--- src/rtl/rope_pkg.sv ---
// Shared types and constants for the rope constraint sweep datapath.
// Coordinates are Q16.16 signed fixed point.
package rope_pkg;

    localparam int DATA_W    = 32;
    localparam int FRAC_BITS = 16;

    localparam logic [2:0] ST_IDLE = 3'd0;
    localparam logic [2:0] ST_P0   = 3'd1;
    localparam logic [2:0] ST_P1   = 3'd2;
    localparam logic [2:0] ST_P2   = 3'd3;
    localparam logic [2:0] ST_P3   = 3'd4;
    localparam logic [2:0] ST_RUN  = 3'd5;
    localparam logic [2:0] ST_DONE = 3'd6;

    typedef struct packed {
        logic signed [DATA_W-1:0] x;
        logic signed [DATA_W-1:0] y;
    } pos_t;

endpackage

--- src/rtl/particle_window.sv ---
// Three-particle sliding window (up, current, down) feeding the constraint unit.
// Priming loads fill one slot at a time; shift advances the window by one particle.
module particle_window #(
    parameter int DATA_W = 32
) (
    input  logic                     clk,
    input  logic                     rst,
    input  logic                     load_up,
    input  logic                     load_cur,
    input  logic                     load_down,
    input  logic                     shift,
    input  logic signed [DATA_W-1:0] rd_x,
    input  logic signed [DATA_W-1:0] rd_y,
    input  logic signed [DATA_W-1:0] res_x,
    input  logic signed [DATA_W-1:0] res_y,
    output logic signed [DATA_W-1:0] up_x,
    output logic signed [DATA_W-1:0] up_y,
    output logic signed [DATA_W-1:0] cur_x,
    output logic signed [DATA_W-1:0] cur_y,
    output logic signed [DATA_W-1:0] down_x,
    output logic signed [DATA_W-1:0] down_y
);

    always_ff @(posedge clk) begin
        if (rst) begin
            up_x   <= '0;
            up_y   <= '0;
            cur_x  <= '0;
            cur_y  <= '0;
            down_x <= '0;
            down_y <= '0;
        end else if (shift) begin
            // Gauss-Seidel: the freshly enforced particle becomes the next "up"
            up_x   <= res_x;
            up_y   <= res_y;
            cur_x  <= down_x;
            cur_y  <= down_y;
            down_x <= rd_x;
            down_y <= rd_y;
        end else begin
            if (load_up) begin
                up_x <= rd_x;
                up_y <= rd_y;
            end
            if (load_cur) begin
                cur_x <= rd_x;
                cur_y <= rd_y;
            end
            if (load_down) begin
                down_x <= rd_x;
                down_y <= rd_y;
            end
        end
    end

endmodule

--- src/rtl/constraint_sweep_sequencer.sv ---
// Streams rope particles from position RAM through the constraint unit, one per cycle,
// writing enforced positions back and repeating the sweep NUM_SWEEPS times per start.
module constraint_sweep_sequencer #(
    parameter int N_PARTICLES = 16,
    parameter int ADDR_W      = 4,
    parameter int DATA_W      = rope_pkg::DATA_W,
    parameter int NUM_SWEEPS  = 4
) (
    input  logic                     clk,
    input  logic                     rst,
    input  logic                     start,
    output logic                     busy,
    output logic                     done,
    output logic                     rd_en,
    output logic [ADDR_W-1:0]        rd_addr,
    input  logic signed [DATA_W-1:0] rd_x,
    input  logic signed [DATA_W-1:0] rd_y,
    output logic                     wr_en,
    output logic [ADDR_W-1:0]        wr_addr,
    output logic signed [DATA_W-1:0] wr_x,
    output logic signed [DATA_W-1:0] wr_y,
    output logic signed [DATA_W-1:0] ec_up_x,
    output logic signed [DATA_W-1:0] ec_up_y,
    output logic signed [DATA_W-1:0] ec_x,
    output logic signed [DATA_W-1:0] ec_y,
    output logic signed [DATA_W-1:0] ec_down_x,
    output logic signed [DATA_W-1:0] ec_down_y,
    output logic                     ec_is_last,
    input  logic signed [DATA_W-1:0] ec_x_in,
    input  logic signed [DATA_W-1:0] ec_y_in
);

    import rope_pkg::*;

    localparam int SW_W = (NUM_SWEEPS > 1) ? $clog2(NUM_SWEEPS) : 1;
    localparam logic [ADDR_W-1:0] LAST_IDX   = ADDR_W'(N_PARTICLES - 1);
    localparam logic [ADDR_W+1:0] LAST_RD    = (ADDR_W + 2)'(N_PARTICLES - 1);
    localparam logic [SW_W-1:0]   LAST_SWEEP = SW_W'(NUM_SWEEPS - 1);

    logic [2:0]        state_r;
    logic [2:0]        state_nxt;
    logic [ADDR_W-1:0] idx_r;
    logic [SW_W-1:0]   sweep_r;
    logic              run;
    logic              at_last;
    logic              last_sweep;
    logic [ADDR_W+1:0] rd_ahead;

    logic signed [DATA_W-1:0] up_x, up_y, cur_x, cur_y, down_x, down_y;

    assign run        = (state_r == ST_RUN);
    assign at_last    = (idx_r == LAST_IDX);
    assign last_sweep = (sweep_r == LAST_SWEEP);
    // Extra headroom so i+3 past the end of the rope does not wrap into a valid address
    assign rd_ahead   = {2'b00, idx_r} + (ADDR_W + 2)'(3);

    always_comb begin
        state_nxt = state_r;
        case (state_r)
            ST_IDLE: if (start) state_nxt = ST_P0;
            ST_P0:   state_nxt = ST_P1;
            ST_P1:   state_nxt = ST_P2;
            ST_P2:   state_nxt = ST_P3;
            ST_P3:   state_nxt = ST_RUN;
            ST_RUN:  if (at_last) state_nxt = last_sweep ? ST_DONE : ST_P0;
            ST_DONE: state_nxt = ST_IDLE;
            default: state_nxt = ST_IDLE;
        endcase
    end

    always_ff @(posedge clk) begin
        if (rst) begin
            state_r <= ST_IDLE;
            idx_r   <= '0;
            sweep_r <= '0;
        end else begin
            state_r <= state_nxt;
            if (state_r == ST_P3) begin
                idx_r <= ADDR_W'(1);
            end else if (run) begin
                idx_r <= idx_r + ADDR_W'(1);
            end
            if (state_r == ST_IDLE && start) begin
                sweep_r <= '0;
            end else if (run && at_last && !last_sweep) begin
                sweep_r <= sweep_r + SW_W'(1);
            end
        end
    end

    always_comb begin
        rd_en   = 1'b0;
        rd_addr = '0;
        case (state_r)
            ST_P0: begin rd_en = 1'b1; rd_addr = ADDR_W'(0); end
            ST_P1: begin rd_en = 1'b1; rd_addr = ADDR_W'(1); end
            ST_P2: begin rd_en = 1'b1; rd_addr = ADDR_W'(2); end
            ST_P3: begin rd_en = 1'b1; rd_addr = ADDR_W'(3); end
            ST_RUN: begin
                rd_en   = (rd_ahead <= LAST_RD);
                rd_addr = rd_ahead[ADDR_W-1:0];
            end
            default: ;
        endcase
    end

    particle_window #(
        .DATA_W (DATA_W)
    ) u_window (
        .clk       (clk),
        .rst       (rst),
        .load_up   (state_r == ST_P1),
        .load_cur  (state_r == ST_P2),
        .load_down (state_r == ST_P3),
        .shift     (run),
        .rd_x      (rd_x),
        .rd_y      (rd_y),
        .res_x     (ec_x_in),
        .res_y     (ec_y_in),
        .up_x      (up_x),
        .up_y      (up_y),
        .cur_x     (cur_x),
        .cur_y     (cur_y),
        .down_x    (down_x),
        .down_y    (down_y)
    );

    // Last particle has no lower neighbour; mirror the current one into the down slot
    assign ec_up_x    = up_x;
    assign ec_up_y    = up_y;
    assign ec_x       = cur_x;
    assign ec_y       = cur_y;
    assign ec_down_x  = (run && at_last) ? cur_x : down_x;
    assign ec_down_y  = (run && at_last) ? cur_y : down_y;
    assign ec_is_last = run && at_last;

    assign wr_en   = run;
    assign wr_addr = run ? idx_r : '0;
    assign wr_x    = run ? ec_x_in : '0;
    assign wr_y    = run ? ec_y_in : '0;

    assign busy = (state_r != ST_IDLE) && (state_r != ST_DONE);
    assign done = (state_r == ST_DONE);

endmodule

--- config.mk ---
export PLATFORM = sky130hd
export DESIGN_NAME = constraint_sweep_sequencer
export DESIGN_NICKNAME = d
export VERILOG_FILES = /design/src/rtl/rope_pkg.sv /design/src/rtl/particle_window.sv /design/src/rtl/constraint_sweep_sequencer.sv
export SDC_FILE = /design/constraint.sdc
export NUM_CORES = 1
export LEC_CHECK = 0
export CAP_MARGIN = 20
export CORE_ASPECT_RATIO = 1.25
export CORE_MARGIN = 4
export CORE_UTILIZATION = 49
export CTS_CLUSTER_DIAMETER = 200
export DETAILED_ROUTE_END_ITERATION = 16
export HOLD_SLACK_MARGIN = 0.1
export PLACE_DENSITY = 0.82
export SYNTH_ARGS = -nofsm -noshare
export SYNTH_HDL_FRONTEND = slang
export SYNTH_HIERARCHICAL = 1
export SYNTH_SLANG_ARGS = --single-unit
--- constraint.sdc ---
create_clock -name clk -period 6.1 [get_ports clk]
set_input_delay 1.22 -clock clk [delete_from_list [all_inputs] [get_ports clk]]
set_output_delay 1.22 -clock clk [all_outputs]
set_load 0.01 [all_outputs]
### After elaboration in Yosys (flattened, before gate mapping)

Index checks and enable logic that the tools add are counted.

* reductions and logical operators: 14
* muxes and demuxes: 25
* eq/ne operators: 11
* add/sub/neg operators: 3
* $lt $le $gt $ge: 1

Operator list (number)
* $mux W32: 16
* $pmux W3 S6: 1
* $pmux W4 S4: 1
* $eq A3 B3 Y1 const B: 3
* $mux W3: 3
* $eq A3 B2 Y1 const B: 2
* $reduce_bool A2 Y1: 3
* $add A4 B2 Y5 const B: 1
* $le A5 B4 Y1 const B: 1
* $add A4 B1 Y4 const B: 1
* $eq A4 B4 Y1 const B: 1
* $logic_and A1 B1 Y1: 4
* $mux W4: 1
* $reduce_or A2 Y1: 2
* $reduce_or A4 Y1: 1
* $eq A3 B1 Y1 const B: 1
* $logic_not A3 Y1: 1
* $ne A3 B3 Y1 const B: 1
* $reduce_bool A3 Y1: 1
* $add A2 B1 Y2 const B: 1
* $eq A2 B2 Y1 const B: 1
* $mux W1: 2
* $ne A2 B1 Y1 const B: 1
* $ne A2 B2 Y1 const B: 1
* other kinds (3): 3

* register bits: 201
* bits of input ports: 131

### Logic depth before layout (Yosys ltp)

Gate-level depths: netlist of run 1.

* word-level depth: 4
* gate-level depth with buffers: 10

### By module

Netlist of run 1, hierarchy kept.

By module, submodules not included
* particle_window: area an instance 9178.8 sq um, sequential area each 3843.7 sq um, cells each 860, times used 1
* constraint_sweep_sequencer: area an instance 2095.8 sq um, sequential area each 180.2 sq um, cells each 228, times used 1

### Worst setup path before layout of run 1

OpenSTA, ideal clock, no wires.

* path kind: flip-flop to output port
* start point: register idx_r[0]
* end point: output port ec_down_y[22]
* data arrival time: 1.482 ns
* stages on the path, launching flop included: 7
* setup slack: 3.398 ns
* required time: 4.880 ns
* path through: dfxtp_1 > ha_1 > nand3_1 > nor2_2 > buf_6 > buf_12 > mux2_4

* longest elaborated chain between the ends: 3

RTL lines
* start: declaration: line constraint_sweep_sequencer.sv:42 `logic [ADDR_W-1:0] idx_r;`
* start signal: assignment: line constraint_sweep_sequencer.sv:81 `idx_r <= idx_r + ADDR_W'(1);`
* $eq A4 B4 Y1: line constraint_sweep_sequencer.sv:52 `assign at_last = (idx_r == LAST_IDX);`
* $logic_and A1 B1 Y1
* via ec_is_last: line constraint_sweep_sequencer.sv:28 `output logic ec_is_last,`
* $mux W32: line constraint_sweep_sequencer.sv:134 `assign ec_down_y = (run && at_last) ? cur_y : down_y;`
* end: declaration: line constraint_sweep_sequencer.sv:27 `output logic signed [DATA_W-1:0] ec_down_y,`

The timed path passes the listed nets, and every way through them passes these cells.

### Worst setup path after layout of run 1

* start point: register state_r[0]
* end point: output port ec_down_x[2]

* longest elaborated chain between the ends: 3

RTL lines
* start: declaration: line constraint_sweep_sequencer.sv:40 `logic [2:0] state_r;`
* start signal: assignment: line constraint_sweep_sequencer.sv:77 `state_r <= state_nxt;`
* $eq A3 B3 Y1: line constraint_sweep_sequencer.sv:51 `assign run = (state_r == ST_RUN);`
* $logic_and A1 B1 Y1: line constraint_sweep_sequencer.sv:133 `assign ec_down_x = (run && at_last) ? cur_x : down_x;`
* $mux W32: line constraint_sweep_sequencer.sv:133
* end: declaration: line constraint_sweep_sequencer.sv:26 `output logic signed [DATA_W-1:0] ec_down_x,`

No other way between the ends.

==> run metrics, run 1 <==
post-CTS setup buffer count 0; H-tree depth 1; antenna-violating nets left 0; first-pass GRT wire length 54800 um; Peak supply drop 205 uV; start point of the critical path state_r[0]; RSZ-0062 raised after global routing no; fin area between 15000 and 20000 um^2; Critical Path RT 4.88 ns; synth warn 6; Slew HR 34.4%; Die Y 178 um; final hold violations 0; Tightest Pin Transition 0.983 ns; Final period util roughly 73%; HP Class reg2reg; average cell area after synthesis 10.4 um^2; post-DR wirelength/cell 21.0 um; initial cell density of the core 50.2%; CTS clock-pin slew for the worst setup and hold paths 0.06 ns; number of diodes 0; clock sink total 201; DR pass1 iterations 4; Period minus WS final 4.46 ns; DRT iter0 DRCs between 500 and 600; die width 144 um; hold-fix buffers at CTS 0; clk_lat worst skew approximately 0.49 ns; vias per inst 5.55; Sw Share 23.6%; crit path kind reg2out; commonest non-fill, non-tap cell in the layout clkdlybuf4s50_1; worst hold start idx_r[1]; FF-to-FF Start state_r[0]; Post-Syn Nets 1223; Gate power share 14.4%; DRC viols 0; vias in the first global route about 9.6k; post-cts resize count 0; Seq pwr share 42.9%; most frequent cells in the layout 398 x clkdlybuf4s50_1, 201 x dfxtp_1, 129 x mux2i_1, 128 x nor2b_1, 120 x a211oi_2; num ports 400; sequential element share of the synthesized area 35.7%; largest fanout on the critical path 55; Pint 2.49 mW; Peak Freq 0.224 GHz; routability cong. between 0.8 and 0.9; CTS root buf clkbuf_16; All-Layer GR Usage ~27%; post-synthesis instance area between 10000 and 15000 um^2; critical path startpoint category flop; via count 9504; Port Buffers 399; hpwl dp 25500 um; TNS Setup 0 ns; CTS Buffer Depth 3; Pwr per Cell Area just over 200 nW/um^2; Post-synth EDFFs 0; Static Leak 5.32 nW; ys async rst share 0%; Routed WL 36000 um; flops & latches, synth 201; CP arrival 3.24 ns; largest net degree at the start of global routing 130; Critical Path Sink Type output port; max_cap viols 0; core box area 22400 um^2; GR Overflow Total 0; switching power approximately 0.77 mW; final slew viol count 0; status complete, no violations; predominant post-synthesis flop cell dfxtp_1; CTS tree built; # rows 61; Clk pwr share 42.7%; initial antenna violation count 0; Layout area overhead 41.1%; Clock Skew ~0.0047 ns; Die ar. 25500 um^2; Num CTS Buffers 22; layout cell share with drive strength beyond 1 about 17%; Placed Area 15100 um^2; Post-Syn Instances roughly 1.1k; Final setup viols 0; Nets approximately 1.6k; synth unique cells 39
[kinds of logic after synthesis]
logic type                 after synthesis  share of synthesized area, %
AOI/OAI and AO/OA                      274                          20.5
xor gates and xnor gates                 6                         0.466
adders and majority gates                4                         0.444
buffers and inverters                  117                          6.03
DFF                                    201                          35.7
muxes                                  193                          19.5
and+or+nand+nor                        293                          17.4
[state kept, by name, summed over array words and instances (netlist names)]
| name | cells |
|---|---|
| state_r | 3 |
| sweep_r | 2 |
| u_window/down_x | 32 |
| u_window/cur_y | 32 |
| idx_r | 4 |
| u_window/down_y | 32 |
| u_window/up_y | 32 |
| u_window/cur_x | 32 |
| u_window/up_x | 32 |
[worst max-delay path, stage by stage (launching register included)]
cell and delay (ns):
dfxtp_1 0.66, nand3b_4 0.26, nor2_4 0.46, buf_12 0.42, mux2_2 0.40, clkdlybuf4s50_1 0.48
[layout make-up]
cell class / count / area, um^2
clock buffers: 33 / 663
clock inverters: 3 / 90.1
fillers: 1707 / 6530
inverters: 9 / 46.3
multi-input cells: 770 / 6590
flip-flops and latches: 201 / 4020
well taps: 283 / 354
repair buffers: 412 / 4150
[Yosys cell counts, types with 2 or more instances]
master      n  area (um^2)
or3b_1     64          561
a211oi_2  120         1500
dfxtp_1   201         4020
inv_1       8         30.0
xor2_1      3         26.3
buf_6      17          191
o21bai_1    2         15.0
nand2_1     8         30.0
buf_2      19         95.1
o21ai_0    68          340
clkbuf_1   65          244
and2_1     66          413
nand3_1     3         15.0
a31oi_1     2         12.5
a211oi_1    9         67.6
mux2i_1   129         1290
nor2_1      9         33.8
buf_4       2         15.0
a21oi_1    69          345
mux2_2     15          169
nor2b_1   128          801
xnor2_1     3         26.3
or2_2       3         18.8
mux2_4     49          736
ha_1        4         50.1
buf_12      5          100
nor3_1      5         25.0
[worst paths after layout]
kind                                            to  slack (ns)  cells past startpoint
worst min-delay path                      idx_r[1]        0.53                      2
worst max-delay path                  ec_down_x[2]        1.64                      5
worst min register to register            idx_r[1]        0.53                      2
worst max register to register  u_window/cur_x[19]        2.58                      7
[stage by stage]
stage / power (mW) / hold slack (ns) / setup slack [ns] / std cells / utilization [%]
final: 3.26 / 0.531 / 1.64 / 1711 / 70.9
after floorplan: 1.64 / 0.484 / 3.40 / 1088 / -
after detailed placement: 1.89 / 0.515 / 2.17 / 1674 / 67.5
after CTS: 3.28 / 0.525 / 1.63 / 1710 / 70.8
after global placement: 1.88 / 0.502 / 2.26 / 1674 / 67.5
after global routing: 3.36 / 0.563 / 1.48 / 1711 / 70.9
[routing by layer]
metal	up-vias	routed length (um)	track usage, %
met1	4610	14700	33.4
met3	42	2040	4.88
met4	0	599	5.53
li1	4557	-	-
met2	295	18700	48.0
met5	-	0	0
[power by group through the flow]
| stage | Combinational, mW | Sequential, mW | Clock (mW) |
|---|---|---|---|
| after detailed placement | 0.465 | 1.43 | 0 |
| after global routing | 0.495 | 1.40 | 1.46 |
| after floorplan | 0.207 | 1.43 | 0 |
| after global placement | 0.459 | 1.42 | 0 |
| after CTS | 0.469 | 1.40 | 1.42 |
| final | 0.468 | 1.40 | 1.39 |
No activity file was read; power rests on OpenSTA's default activity.
==> run 2: changes to the inputs <==
--- a/config.mk
+++ b/config.mk
@@ -8,11 +8,11 @@
 export CAP_MARGIN = 20
 export CORE_ASPECT_RATIO = 1.25
 export CORE_MARGIN = 4
-export CORE_UTILIZATION = 49
+export CORE_UTILIZATION = 46
 export CTS_CLUSTER_DIAMETER = 200
 export DETAILED_ROUTE_END_ITERATION = 16
 export HOLD_SLACK_MARGIN = 0.1
-export PLACE_DENSITY = 0.82
+export PLACE_DENSITY = 0.78
 export SYNTH_ARGS = -nofsm -noshare
 export SYNTH_HDL_FRONTEND = slang
 export SYNTH_HIERARCHICAL = 1
==> constraint.sdc (replaced) <==
create_clock -name clk -period 4.4 [get_ports clk]
set_input_delay 0.88 -clock clk [delete_from_list [all_inputs] [get_ports clk]]
set_output_delay 0.88 -clock clk [all_outputs]
set_load 0.01 [all_outputs]
==> run 2 against run 1 <==
Against the previous run: clock power rose by 33%; cell area rose by 0.31%; clock skew rose by 0.0060 ns; sequential share of layout area fell by 0.079 points; count of clock-buffer cells in the layout fell by 2; register-to-register slack got worse by 0.94 ns; via count fell by 1.2%; global-route usage fell by 2.2 points; die area rose by 6.2%; sequential power rose by 39%; power rose by 36%; utilization fell by 4.3 points; critical path type unchanged; critical endpoint is now ec_down_x[7]; largest cell class unchanged; highest routed layer unchanged.
==> run metrics, run 2 (synthesis results as in run 1) <==
crit path kind reg2out; initial cell density of the core a little under half; Tightest Pin Transition 1.03 ns; area of the multi-input gates around 6600 um^2; most frequent cells in the layout 398 x clkdlybuf4s50_1, 201 x dfxtp_1, 129 x mux2i_1, 128 x nor2b_1, 120 x a211oi_2; kind of cell adding the most delay to the critical path buffers and inverters; CTS tree built; routability cong. 0.865; GR peak layer met2; Sw Share a little under a quarter; clock sink total 201; Port Buffers around 400; Num CTS Buffers 21; status complete, no violations; clk_lat worst skew 0.49 ns; max_cap viols 0; CTS Buffer Depth 3; grt met2 use 43.6%; CP bufs+invs 2; Seq. cell area 4020 um^2; Pwr per Cell Area 278 nW/um^2; CTS root buf clkbuf_16; Final setup viols 0; final slew viol count 0; Gate power share 14.5%; fillers 1957; delay of the slowest critical-path stage 0.65 ns; DR pass1 iterations 5; Slew HR 31.5%; num ports 400; Seq pwr share 43.7%; die width around 150 um; Clock Skew 0.0107 ns; Static Leak 5.33 nW; post-route insts no fill 1757; met3 Use GR 4.47%; Layout area overhead 41.6%; post-cts resize count 0; # rows 63; post-DR wirelength/cell between 20 and 25 um; largest fanout on the critical path 65; commonest non-fill, non-tap cell in the layout clkdlybuf4s50_1; Critical Path RT roughly 3.5 ns; critical path startpoint category flop; hold-fix buffers at CTS 0; vias per inst 5.34; Nets 1553; final hold violations 0; largest net degree at the start of global routing roughly 110; All-Layer GR Usage 24.5%; Clk pwr share 41.8%; number of diodes 0; GR Overflow Total 0; DP Cell Count roughly 1.7k; Critical Path Sink Type output port; Die ar. 27100 um^2; Final Util approximately 67%; first-pass GRT wire length approximately 54000 um; initial antenna violation count 0; TNS Setup 0 ns; Period minus WS final 3.79 ns; core box area 24000 um^2; slowest CP cell dfxtp_1; Final period util 86.1%; GR Util met1 approximately 30%; vias in the first global route 9372; H-tree depth 1; via count approximately 9.4k; Routed WL roughly 35000 um; layout cell share with drive strength beyond 1 17.2%; HP Class reg2reg; RSZ-0062 raised after global routing no; Pint 3.37 mW; CTS clock-pin slew for the worst setup and hold paths about 0.060 ns; DRT iter0 DRCs 421; CP arrival 2.91 ns; switching power 1.06 mW; Die Y 183 um; hpwl dp 25200 um; crit path cell chain nand3b_4, nor2_4, buf_12, mux2_2, clkdlybuf4s50_1; post-CTS setup buffer count 0; hold_ws 0.534 ns; Peak supply drop 269 uV; antenna-violating nets left 0; Peak Freq 0.264 GHz; DRC viols 0
==> run 2: power groups by stage <==
stage | clock network, mW | registers, mW | logic, mW
2_1_floorplan | 0 | 1.98 | 0.287
5_1_grt | 1.96 | 1.95 | 0.682
6_report | 1.85 | 1.94 | 0.642
3_5_place_dp | 0 | 1.98 | 0.642
3_3_place_gp | 0 | 1.98 | 0.637
4_1_cts | 1.90 | 1.94 | 0.645
==> run 2: per-stage QoR <==
step	total power [mW]	cell area, um^2	worst slack [ns]
5_1_grt	4.59	16000	0.462
3_3_place_gp	2.61	15200	1.19
3_5_place_dp	2.62	15200	1.13
4_1_cts	4.48	16000	0.591
6_report	4.43	16000	0.613
2_1_floorplan	2.27	11300	2.04
==> run 2: metal layers <==
metal / wire length, um / vias up
met5: 0 / -
met4: 941 / 0
met3: 1970 / 52
met2: 18100 / 286
met1: 14400 / 4480
li1: - / 4573
==> run 2: cell type report <==
| type | instances | area share (%) |
|---|---|---|
| flip-flops and latches | 201 | 25.2 |
| repair buffers | 415 | 26.1 |
| well taps | 325 | 2.55 |
| clock inverters | 6 | 0.533 |
| clock buffers | 31 | 4.03 |
| multi-input cells | 770 | 41.3 |
| inverters | 9 | 0.290 |
==> run 2: worst paths after layout <==
| path | endpoint | slack (ns) | cells after the start | startpoint |
|---|---|---|---|---|
| setup / recovery | ec_down_x[7] | 0.61 | 5 | state_r[0] |
| hold / removal | sweep_r[1] | 0.53 | 2 | sweep_r[1] |
| setup reg to reg | u_window/cur_y[16] | 1.64 | 6 | state_r[0] |
| hold reg to reg | sweep_r[1] | 0.53 | 2 | sweep_r[1] |
==> run 2: worst min-delay path, delay by kind of cell, from the launching register on <==
kind | cells | cell delay (ns)
flops | 1 | 0.31
mux | 1 | 0.12
simple gates | 1 | 0.06
